File: src/rtl/rr_bus_arbiter_if.sv
`default_nettype none
// ============================================================================
// Module   : rr_bus_arbiter_if
// Brief    : Request/acknowledge/grant bundle between bus masters, slave and
//            the round-robin arbiter.
// Revision : 1.0 - initial release
// ============================================================================
interface rr_bus_arbiter_if #(
    parameter int N_MASTERS = 3
);
    localparam int ID_W = $clog2(N_MASTERS);

    logic [N_MASTERS-1:0] bus_req;
    logic                 bus_ack;
    logic [N_MASTERS-1:0] bus_grant;
    logic                 grant_valid;
    logic [ID_W-1:0]      grant_id;
    logic                 timeout_err;

    // The arbiter owns the grant side of the bundle
    modport master (
        input  bus_req,
        input  bus_ack,
        output bus_grant,
        output grant_valid,
        output grant_id,
        output timeout_err
    );

    modport slave (
        output bus_req,
        output bus_ack,
        input  bus_grant,
        input  grant_valid,
        input  grant_id,
        input  timeout_err
    );
endinterface
`default_nettype wire

File: src/rtl/rr_bus_arbiter.sv
`default_nettype none
// ============================================================================
// Module   : rr_bus_arbiter
// Brief    : Round-robin bus arbiter holding each grant until bus_ack, with a
//            watchdog that revokes a grant the slave never acknowledges.
// Revision : 1.0 - initial release
// ============================================================================
module rr_bus_arbiter #(
    parameter int N_MASTERS = 3,
    parameter int TIMEOUT   = 16
) (
    input  wire                   clk,
    input  wire                   reset_n,
    rr_bus_arbiter_if.master      bus
);
    localparam int ID_W  = $clog2(N_MASTERS);
    localparam int CNT_W = $clog2(TIMEOUT);

    localparam logic [ID_W-1:0]  c_last_id = ID_W'(N_MASTERS - 1);
    localparam logic [CNT_W-1:0] c_cnt_max = CNT_W'(TIMEOUT - 1);
    localparam logic [N_MASTERS-1:0] c_one = {{(N_MASTERS-1){1'b0}}, 1'b1};

    typedef enum logic [1:0] {
        S_IDLE    = 2'd0,
        S_BUSY    = 2'd1,
        S_RECOVER = 2'd2
    } state_t;

    state_t               r_state;
    logic [N_MASTERS-1:0] r_grant;
    logic                 r_grant_valid;
    logic [ID_W-1:0]      r_grant_id;
    logic                 r_timeout_err;
    logic [CNT_W-1:0]     r_cnt;
    logic [ID_W-1:0]      r_last_owner;

    logic [ID_W-1:0]      w_scan_base;
    logic [ID_W-1:0]      w_scan_idx;
    logic [ID_W-1:0]      w_pick_id;
    logic                 w_any_req;
    logic [N_MASTERS-1:0] w_pick_onehot;

    // On an ack handoff the current owner becomes last_owner in the same edge,
    // so the scan must already start after the granted master.
    assign w_scan_base = (r_state == S_BUSY) ? r_grant_id : r_last_owner;

    always_comb begin
        w_pick_id  = '0;
        w_any_req  = 1'b0;
        w_scan_idx = w_scan_base;
        for (int k = 0; k < N_MASTERS; k++) begin
            w_scan_idx = (w_scan_idx == c_last_id) ? '0 : w_scan_idx + ID_W'(1);
            if (!w_any_req && bus.bus_req[w_scan_idx]) begin
                w_pick_id = w_scan_idx;
                w_any_req = 1'b1;
            end
        end
    end

    assign w_pick_onehot = c_one << w_pick_id;

    always_ff @(posedge clk or negedge reset_n) begin
        if (!reset_n) begin
            r_state       <= S_IDLE;
            r_grant       <= '0;
            r_grant_valid <= 1'b0;
            r_grant_id    <= '0;
            r_timeout_err <= 1'b0;
            r_cnt         <= '0;
            r_last_owner  <= c_last_id;
        end else begin
            r_timeout_err <= 1'b0;
            case (r_state)
                S_IDLE: begin
                    if (w_any_req) begin
                        r_grant       <= w_pick_onehot;
                        r_grant_valid <= 1'b1;
                        r_grant_id    <= w_pick_id;
                        r_cnt         <= '0;
                        r_state       <= S_BUSY;
                    end
                end
                S_BUSY: begin
                    // Ack takes priority over a simultaneous watchdog expiry
                    if (bus.bus_ack) begin
                        r_last_owner <= r_grant_id;
                        r_cnt        <= '0;
                        if (w_any_req) begin
                            r_grant       <= w_pick_onehot;
                            r_grant_valid <= 1'b1;
                            r_grant_id    <= w_pick_id;
                        end else begin
                            r_grant       <= '0;
                            r_grant_valid <= 1'b0;
                            r_grant_id    <= '0;
                            r_state       <= S_IDLE;
                        end
                    end else if (r_cnt == c_cnt_max) begin
                        r_last_owner  <= r_grant_id;
                        r_grant       <= '0;
                        r_grant_valid <= 1'b0;
                        r_grant_id    <= '0;
                        r_timeout_err <= 1'b1;
                        r_cnt         <= '0;
                        r_state       <= S_RECOVER;
                    end else begin
                        r_cnt <= r_cnt + CNT_W'(1);
                    end
                end
                S_RECOVER: begin
                    r_state <= S_IDLE;
                end
                default: begin
                    r_state <= S_IDLE;
                end
            endcase
        end
    end

    assign bus.bus_grant   = r_grant;
    assign bus.grant_valid = r_grant_valid;
    assign bus.grant_id    = r_grant_id;
    assign bus.timeout_err = r_timeout_err;
endmodule
`default_nettype wire

File: src/flat_wrapper.sv
// flat-port wrapper written by rule: the top's interface ports become plain ports
module rr_bus_arbiter_flat 
#(
    parameter int N_MASTERS = 3,
    parameter int TIMEOUT   = 16
)
  (clk, reset_n, bus_bus_req, bus_bus_ack, bus_bus_grant, bus_grant_valid, bus_grant_id, bus_timeout_err);
  rr_bus_arbiter_if #(.N_MASTERS(N_MASTERS)) bus_i ();
  input  wire clk;
  input  wire reset_n;
  input wire logic [$bits(bus_i.bus_req)-1:0] bus_bus_req;
  input wire logic [$bits(bus_i.bus_ack)-1:0] bus_bus_ack;
  output wire logic [$bits(bus_i.bus_grant)-1:0] bus_bus_grant;
  output wire logic [$bits(bus_i.grant_valid)-1:0] bus_grant_valid;
  output wire logic [$bits(bus_i.grant_id)-1:0] bus_grant_id;
  output wire logic [$bits(bus_i.timeout_err)-1:0] bus_timeout_err;
  assign bus_i.bus_req = bus_bus_req;
  assign bus_i.bus_ack = bus_bus_ack;
  assign bus_bus_grant = bus_i.bus_grant;
  assign bus_grant_valid = bus_i.grant_valid;
  assign bus_grant_id = bus_i.grant_id;
  assign bus_timeout_err = bus_i.timeout_err;
  rr_bus_arbiter #(.N_MASTERS(N_MASTERS), .TIMEOUT(TIMEOUT)) u_core (.clk(clk), .reset_n(reset_n), .bus(bus_i));
endmodule
File: config.mk
export PLATFORM = sky130hd
export DESIGN_NAME = rr_bus_arbiter_flat
export DESIGN_NICKNAME = d
export VERILOG_FILES = /design/src/rtl/rr_bus_arbiter_if.sv /design/src/rtl/rr_bus_arbiter.sv /design/src/flat_wrapper.sv
export SDC_FILE = /design/constraint.sdc
export NUM_CORES = 1
export LEC_CHECK = 0
export CAP_MARGIN = 20
export CORE_UTILIZATION = 53
export CTS_CLUSTER_SIZE = 30
export DETAILED_ROUTE_END_ITERATION = 12
export GPL_ROUTABILITY_DRIVEN = 0
export PLACE_DENSITY = 0.82
export SLEW_MARGIN = 20
export SYNTH_ARGS = -nofsm -noshare
export SYNTH_HDL_FRONTEND = slang
export SYNTH_SLANG_ARGS = --single-unit
File: constraint.sdc
create_clock -name clk -period 3.9 [get_ports clk]
set_clock_uncertainty 0.15 [all_clocks]
set_input_delay 0.78 -clock clk [delete_from_list [all_inputs] [get_ports clk]]
set_output_delay 0.78 -clock clk [all_outputs]
set_load 0.05 [all_outputs]
# Word level (Yosys, flattened, before mapping)
# Index checks and enable logic that the tools add are counted.
# op_classes
muxes	45
add_sub_neg	4
n_shift	1
reduce_logical	11
eq_ne	8
magnitude_cmp	3
# ops
cell	count
two-way mux 2 bit	17
two-way mux 1 bit	13
two-way mux 3 bit	4
two-way mux 4 bit	3
< comparator 2 x 3 -> 1 bit (second input constant)	3
one-hot mux 2 bit (2 select lines)	2
one-hot mux 4 bit (2 select lines)	1
adder 2 x 1 -> 2 bit (second input constant)	3
binary-select mux 1 bit (select 2 bit)	3
== test 2 bit (second input constant)	3
!= test 3 bit (second input constant)	2
one-hot mux 3 bit (2 select lines)	1
AND reduction 3 bit	2
adder 4 x 1 -> 4 bit (second input constant)	1
== test 4 bit (second input constant)	1
AND reduction 2 bit	2
nonzero test 2 bit	2
left shift 1 x 2 -> 3 bit (first input constant)	1
== test 2 x 1 -> 1 bit (second input constant)	1
logical AND 1 bit	2
logical NOT 1 bit	2
logical NOT 2 bit	1
!= test 2 x 1 -> 1 bit (second input constant)	1
one-hot mux 1 bit (2 select lines)	1
# totals
word_cells	79
register_bits	15
out_inout_bits	7
in_bits	6

# Depth between registers and ports, before layout
# Gate-level depths: netlist (run 1).
# depth
ltp_word	17
depth_mapped	6

# Worst setup path before layout (run 1)
# No wires, ideal clock.
# synth_path
kind	input port to flip-flop
start	input bus_bus_req[0]
end	register u_core.r_grant_valid (netlist: u_core.bus.grant_valid)
n_path_buf	0
setup_time_ns	0.083
stages	5
path_slack_ns	2.130
arrival_ns	1.537
cell_sequence	nor3_1 > a21o_2 > nand2b_1 > nand2_1 > o21ai_0
# synth_via
elab_chain_cells	12
elab_cells_between_ends	18
cone_classes	eq/ne (1); mux (12); reduce/logical (5)
# synth_rtl
item	line_no	source
from (decl)	flat_wrapper.sv:11	input wire logic [$bits(bus_i.bus_req)-1:0] bus_bus_req;
binary-select mux 1 bit (select 2 bit)	rr_bus_arbiter.sv:53	if (!w_any_req && bus.bus_req[w_scan_idx]) begin
two-way mux 1 bit (not written as such)	rr_bus_arbiter.sv:53	
two-way mux 1 bit	rr_bus_arbiter.sv:53	
logical NOT 1 bit	rr_bus_arbiter.sv:53	
logical AND 1 bit	rr_bus_arbiter.sv:53	
two-way mux 1 bit	rr_bus_arbiter.sv:53	
logical NOT 1 bit	rr_bus_arbiter.sv:53	
logical AND 1 bit	rr_bus_arbiter.sv:53	
two-way mux 1 bit (*)	rr_bus_arbiter.sv:53	
two-way mux 1 bit	rr_bus_arbiter.sv:88	if (w_any_req) begin
two-way mux 1 bit	rr_bus_arbiter.sv:85	if (bus.bus_ack) begin
one-hot mux 1 bit (2 select lines)	rr_bus_arbiter.sv:73	case (r_state)
to (signal assigned)	rr_bus_arbiter.sv:77	r_grant_valid <= 1'b1;
to (signal assigned)	rr_bus_arbiter.sv:90	r_grant_valid <= 1'b1;
to (signal assigned)	rr_bus_arbiter.sv:94	r_grant_valid <= 1'b0;
to (decl)	rr_bus_arbiter.sv:31	logic r_grant_valid;
# Mark *: on every way between the ends. The rest lies on a longest branch, timed or not. The select of a mux whose other input is x is not followed.
# A chain may end at the register's enable or synchronous reset.

# Final worst setup path (run 1)
# layout_path
start	register u_core.r_grant_id[0] (netlist: u_core.bus.grant_id[0])
end	output bus_grant_id[0]
# layout_lines
item	line_no	source
from (decl)	rr_bus_arbiter.sv:32	logic [ID_W-1:0] r_grant_id;
from (signal assigned)	rr_bus_arbiter.sv:78	r_grant_id <= w_pick_id;
from (signal assigned)	rr_bus_arbiter.sv:91	r_grant_id <= w_pick_id;
to (decl)	flat_wrapper.sv:15	output wire logic [$bits(bus_i.grant_id)-1:0] bus_grant_id;
# No word-level cell between the ends.

==> results of run 1 <==
==> kinds of logic (layout without fill, tap and decap cells) <==
| family | after synthesis | count (layout) |
|---|---|---|
| AND/OR/NAND/NOR | 24 | 24 |
| multiplexers | 5 | 5 |
| AO/OA/AOI/OAI | 21 | 21 |
| buffers and inverters | 4 | 20 |
| XOR/XNOR | 1 | 1 |
| flip-flops | 15 | 15 |
| adder cells (fa/ha/maj) | 1 | 1 |
==> registers in the layout, indices dropped and copies added (netlist names) <==
register,cells
u_core.r_cnt,4
u_core.bus.bus_grant,3
u_core.bus.grant_id,2
u_core.r_last_owner,2
u_core.r_state,2
u_core.bus.grant_valid,1
u_core.bus.timeout_err,1
==> synthesized netlist by cell type, types with 2 or more instances <==
cell,count
o21ai_0,5
a21o_1,2
inv_1,4
a21o_2,2
mux2_2,3
nand2_1,10
nor4_1,2
a21oi_1,4
nor3_1,2
dfrtp_1,14
a31oi_1,2
a22o_1,2
nand3_1,3
nor2_1,3
==> tightest hold or removal path: stages, from the launching register on <==
cell and delay [ns]:
dfrtp_1 0.36, nand2_1 0.05, nand2_1 0.06
==> through the flow <==
stage / hold slack, ns / power, W / area, um^2 / util, %
final: 0.349 / 0.000458 / 905 / 69.5
after global routing: 0.367 / 0.000478 / 905 / 69.5
after CTS: 0.351 / 0.000458 / 905 / 69.5
after detailed placement: 0.322 / 0.000371 / 878 / 67.5
after global placement: 0.333 / 0.000367 / 878 / 67.5
after floorplan: 0.334 / 0.000314 / 739 / -
==> how the worst max path moves through the flow <==
stage                                       start                             endpoint  slack [ns]  cells past startpoint
2_1_floorplan                      bus_bus_req[0]   u_core.bus.grant_valid$_DFFE_PN0P_        2.13                      5
3_3_place_gp                       bus_bus_req[2]   u_core.bus.grant_id[0]$_DFFE_PN0P_        1.41                      6
3_5_place_dp                       bus_bus_req[2]  u_core.bus.bus_grant[1]$_DFFE_PN0P_        1.35                      6
4_1_cts        u_core.bus.grant_id[0]$_DFFE_PN0P_                      bus_grant_id[0]        1.40                      1
5_1_grt        u_core.bus.grant_id[0]$_DFFE_PN0P_                      bus_grant_id[0]        1.35                      1
6_report       u_core.bus.grant_id[0]$_DFFE_PN0P_                      bus_grant_id[0]        1.38                      1
==> per-layer routing <==
metal | wire (um) | up-vias | part of all wire, %
li1 | - | 291 | -
met1 | 749 | 289 | 49
met2 | 673 | 22 | 44
met3 | 77 | 4 | 5.0
met4 | 25 | 0 | 1.6
met5 | 0 | - | 0
==> final cells by class <==
type | count | area share [%]
flip-flops and latches | 15 | 41.6
multi-input cells | 52 | 38.5
repair buffers | 12 | 13.3
clock buffers | 4 | 2.90
well taps | 15 | 2.07
inverters | 4 | 1.66
==> power by group through the flow <==
stage	logic, W	registers, W	clock network, W
after detailed placement	0.000164	0.000208	0
after floorplan	0.0000617	0.000253	0
after global placement	0.000160	0.000207	0
after CTS	0.000165	0.000205	0.0000883
after global routing	0.000174	0.000209	0.0000951
final	0.000164	0.000205	0.0000885
==> impl_metrics.toml, run 1 <==
[clock_network]
root_buffer = "clkbuf_4"
cts-buffers-inserted = 3
clock-sinks = 15
cts.repair.resized = 0
clock_latency_ns = 0.29
cts_hold_buffers = 0
path_clk_slew_ns = 0.09
htreeDepth = 1
post_cts_buffers = 0
cts_buffer_depth = 2
cts_tree = "done"

[yosys]
synthSimpleGateAreaFrac_pct = 17.1
yosysTopAreaCell = "dfrtp_1"
synth_xor_xnor_area_share_pct = 1.18
synth_top_family_by_area = "compound AO/OA/AOI/OAI gates"
synth_top_area_share_pct = 47.4
synth_edf_count = 0
synth_fa_ha_area_share_pct = 1.69
avgSynthCellArea_um2 = 10.4
muxShareOfSynthArea_pct = 7.95
syn_nets = 78
synth_async_sr_flop_share_pct = 100
yosysWarnings = 0
synthesis.instances = 71
synth_area_leaders = "dfrtp_1 (47%), nand2_1 (5.1%), mux2_2 (4.6%)"
synthesis.area_um2 = 739
synth_compound_area_share_pct = 19.1
ys.flop_type = "dfrtp_1"
seq_area_frac_synth_pct = 50.9
synth_cell_types = 27
ys_ff_latch = 15

[power]
leakagePower_nw = 0.439
power_density_nw_per_um2 = 506
seq_power_share_pct = 44.8
clkPwrFrac_pct = 19.3
p_comb_share_pct = 35.9
internal_power_w = 0.000287
switching_power_w = 0.000171
switching_share_pct = 37.3
ir_drop_mv = 0.352

[placement]
place_ws_ns = 1.35
dpl.hpwl_mm = 1.16
placed_cells = 98
portBuffers = 12

[sta]
period_minus_slack_ns = 2.52
clock.fmax_mhz = 397
tightest_slew_ns = 0.642
fin_ws_ns = 1.38
slew_viol_final = 0
finalSetupViolCount = 0
hold_viol = 0
tns_ns = 0
rsz0062_at_grt = "no"
relSlewSlack_pct = 57.1
fin_crit_sh_pct = 64.5

[layout]
fin_cells = 102
mostFrequentLayoutCell = "dfrtp_1"
layout-drive-gt1-share_pct = 13.8
area_growth_syn_to_layout_pct = 22.3
regArea_um2 = 377
final_cell_mix = "dfrtp_1 (14), clkdlybuf4s50_1 (12), nand2_1 (10), o21ai_0 (5)"
nets = 95
multi_input_area_um2 = 348
antenna_cells = 0
num-fill-cells = 105

[status]
status = "complete, no violations"

[die]
core_area_um2 = 1300
row_count = 13
dieHeight_um = 39.4
pin_count = 13
initial_core_util_pct = 56.8
die_w_um = 39.4
die_area_um2 = 1550

[grt]
grt_pass1_vias = 554
grtUsageMet1_pct = 34.7
top_usage_layer = "met2"
grt_use_met2_pct = 35.8
grt_first_pass_wirelength_mm = 2.42
grt_remaining_overflow = 0
grt_max_degree = 16
gr-usage-all-layers_pct = 24.1
grtUsageMet3_pct = 3.41
antenna_found_initial = 0

[worst_setup_path]
cpMaxStageDelayCell = "clkdlybuf4s50_1"
cp_data_required_time_ns = 2.97
critical_path.top_delay_family = "buffers and inverters"
path_max_fanout = 6
cp.buffers_inverters = 1
r2r_start = "u_core.r_state[1]$_DFFE_PN0P_"
cp-start-kind = "flip-flop"
arrival_ns = 1.59
end_kind = "output pin"
reg2reg_depth = 5
r2r-end = "u_core.bus.bus_grant[1]$_DFFE_PN0P_"
worstPathCellList = "clkdlybuf4s50_1"
critical_path_class = "reg -> out"
worst_path_largest_cell_delay_ns = 0.86
rrSetupSlack_ns = 2.05

[detailed_routing]
avgViaCountPerCell = 5.94
drt_iter0_drc = 22
drc_errors = 0
drtPass1Iterations = 4
vias = 606
wl_mm = 1.53
wire_per_inst_um = 15.0
antenna_left = 0

[worst_hold_path]
hold_start = "u_core.bus.bus_grant[1]$_DFFE_PN0P_"
holdPathEnd = "u_core.bus.bus_grant[1]$_DFFE_PN0P_"
min_path_type = "reg -> reg"
min_delay_path_depth = 2

[run]
max_cap_viol_count = 0
(Power assumes the default switching activity.)
==> run 2, diff against run 1 <==
--- a/config.mk
+++ b/config.mk
@@ -6,11 +6,11 @@
 export NUM_CORES = 1
 export LEC_CHECK = 0
 export CAP_MARGIN = 20
-export CORE_UTILIZATION = 53
+export CORE_UTILIZATION = 49
 export CTS_CLUSTER_SIZE = 30
 export DETAILED_ROUTE_END_ITERATION = 12
 export GPL_ROUTABILITY_DRIVEN = 0
-export PLACE_DENSITY = 0.82
+export PLACE_DENSITY = 0.77
 export SLEW_MARGIN = 20
 export SYNTH_ARGS = -nofsm -noshare
 export SYNTH_HDL_FRONTEND = slang
==> constraint.sdc (replaced) <==
create_clock -name clk -period 2.6 [get_ports clk]
set_clock_uncertainty 0.15 [all_clocks]
set_input_delay 0.52 -clock clk [delete_from_list [all_inputs] [get_ports clk]]
set_output_delay 0.52 -clock clk [all_outputs]
set_load 0.05 [all_outputs]
==> run 2 against run 1 <==
Compared with the run above: register-to-register slack worse by 1.2 ns; clock power is 45% higher; final area stayed put; sequential cell count stayed put; worst hold slack worse by 0.013 ns; total power is 47% higher; critical endpoint unchanged; largest cell class unchanged.
==> impl_metrics.toml, run 2 (synthesis results as in run 1) <==
[status]
status = "complete, no violations"

[layout]
nets = 95
layout-drive-gt1-share_pct = 13.8
final_cell_area_um2 = 905
final_cell_mix = "dfrtp_1 (14), clkdlybuf4s50_1 (12), nand2_1 (10), o21ai_0 (5)"
area_growth_syn_to_layout_pct = 22.3
largest_reg_flops = 4
antenna_cells = 0
mostFrequentLayoutCell = "dfrtp_1"
fin_cells = 102
num-fill-cells = 118
regMostFlops = "u_core.r_cnt"

[die]
dieHeight_um = 40.8
core_area_um2 = 1350
die_area_um2 = 1670
row_count = 13
die_w_um = 40.8
initial_core_util_pct = 54.8
pin_count = 13

[detailed_routing]
vias = 566
drc_errors = 0
drtPass1Iterations = 4
wire_per_inst_um = 13.4
avgViaCountPerCell = 5.55
drt_iter0_drc = 12
wl_mm = 1.37
antenna_left = 0

[power]
leakagePower_nw = 0.439
power_w = 0.000675
ir_drop_mv = 0.477
power_density_nw_per_um2 = 747

[sta]
period_minus_slack_ns = 2.22
rsz0062_at_grt = "no"
slew_viol_final = 0
clock.fmax_mhz = 450
fin_crit_sh_pct = 85.6
tns_ns = 0
hold_viol = 0
finalSetupViolCount = 0
relSlewSlack_pct = 55.3
tightest_slew_ns = 0.669

[clock_network]
cts_tree = "done"
cts_buffer_depth = 2
path_clk_slew_ns = 0.08
root_buffer = "clkbuf_4"
clock-sinks = 15
cts.repair.resized = 0
post_cts_buffers = 0
htreeDepth = 1
clock_latency_ns = 0.27
cts_hold_buffers = 0
cts-buffers-inserted = 3

[grt]
grt_max_degree = 16
grtUsageMet1_pct = 25.5
grt_remaining_overflow = 0
gr-usage-all-layers_pct = 18.9
antenna_found_initial = 0
grt_pass1_vias = 478
grt_use_met2_pct = 29.7
grt_first_pass_wirelength_mm = 2.04
top_usage_layer = "met2"
grtUsageMet3_pct = 3.26

[run]
max_cap_viol_count = 0

[worst_setup_path]
critical_path_class = "reg -> out"
end_kind = "output pin"
cp-start-kind = "flip-flop"
arrival_ns = 1.55
cp_data_required_time_ns = 1.93
cp.buffers_inverters = 1
worstPathCellList = "clkdlybuf4s50_1"
worst_path_largest_cell_delay_ns = 0.84
critical_path.top_delay_family = "buffers and inverters"
reg2reg_depth = 5
r2r_start = "u_core.r_state[1]$_DFFE_PN0P_"
r2r-end = "u_core.bus.bus_grant[2]$_DFFE_PN0P_"
rrSetupSlack_ns = 0.80
cp.depth = 1
path_max_fanout = 6
cpMaxStageDelayCell = "clkdlybuf4s50_1"

[placement]
placed_cells = 98
portBuffers = 12
dpl.hpwl_mm = 1.05
placed_area_um2 = 878

[worst_hold_path]
hold_start = "u_core.bus.bus_grant[2]$_DFFE_PN0P_"
holdPathEnd = "u_core.bus.bus_grant[2]$_DFFE_PN0P_"
min_path_type = "reg -> reg"
min_delay_path_depth = 1
## run 2: cell counts in the layout (fill, tap and decap cells not counted)
Identical to the previous run, type by type.
## run 2: final cells by class
class / count / area [um^2] / area share [%]
multi-input cells: 52 / 348 / 38.5
flip-flops and latches: 15 / 377 / 41.6
clock buffers: 4 / 26.3 / 2.90
repair buffers: 12 / 120 / 13.3
inverters: 4 / 15.0 / 1.66
well taps: 15 / 18.8 / 2.07
## run 2: power breakdown
group / leakage (nW) / total [W] / switching, W / internal, W
Clock: 0.0150 / 0.000128 / 0.0000686 / 0.0000593
Sequential: 0.191 / 0.000307 / 0.0000341 / 0.000273
Combinational: 0.234 / 0.000241 / 0.000143 / 0.0000979
Total: 0.439 / 0.000675 / 0.000245 / 0.000430
## run 2: layer usage
metal	part of all wire [%]	routed length, um
met5	0	0
met4	0.81	11
met3	3.7	50
met2	45	619
met1	50	684
## run 2: metrics by stage
stage                     hold WS [ns]  utilization (%)  worst slack, ns
after floorplan                 0.0744                -            0.905
after global routing             0.385             67.0            0.340
after global placement           0.330             65.1            0.411
after CTS                        0.342             67.0            0.371
final                            0.337             67.0            0.376
after detailed placement         0.318             65.1            0.408
## run 2: worst max path at each step
| stage | from | to | slack (ns) |
|---|---|---|---|
| floorplan | u_core.bus.grant_id[0]$_DFFE_PN0P_ | u_core.bus.bus_grant[2]$_DFFE_PN0P_ | 0.90 |
| global placement | bus_bus_req[2] | u_core.bus.grant_id[0]$_DFFE_PN0P_ | 0.41 |
| detailed placement | bus_bus_req[1] | u_core.bus.bus_grant[0]$_DFFE_PN0P_ | 0.41 |
| CTS | u_core.bus.grant_id[0]$_DFFE_PN0P_ | bus_grant_id[0] | 0.37 |
| global route | u_core.bus.grant_id[0]$_DFFE_PN0P_ | bus_grant_id[0] | 0.34 |
| finish | u_core.bus.grant_id[0]$_DFFE_PN0P_ | bus_grant_id[0] | 0.38 |
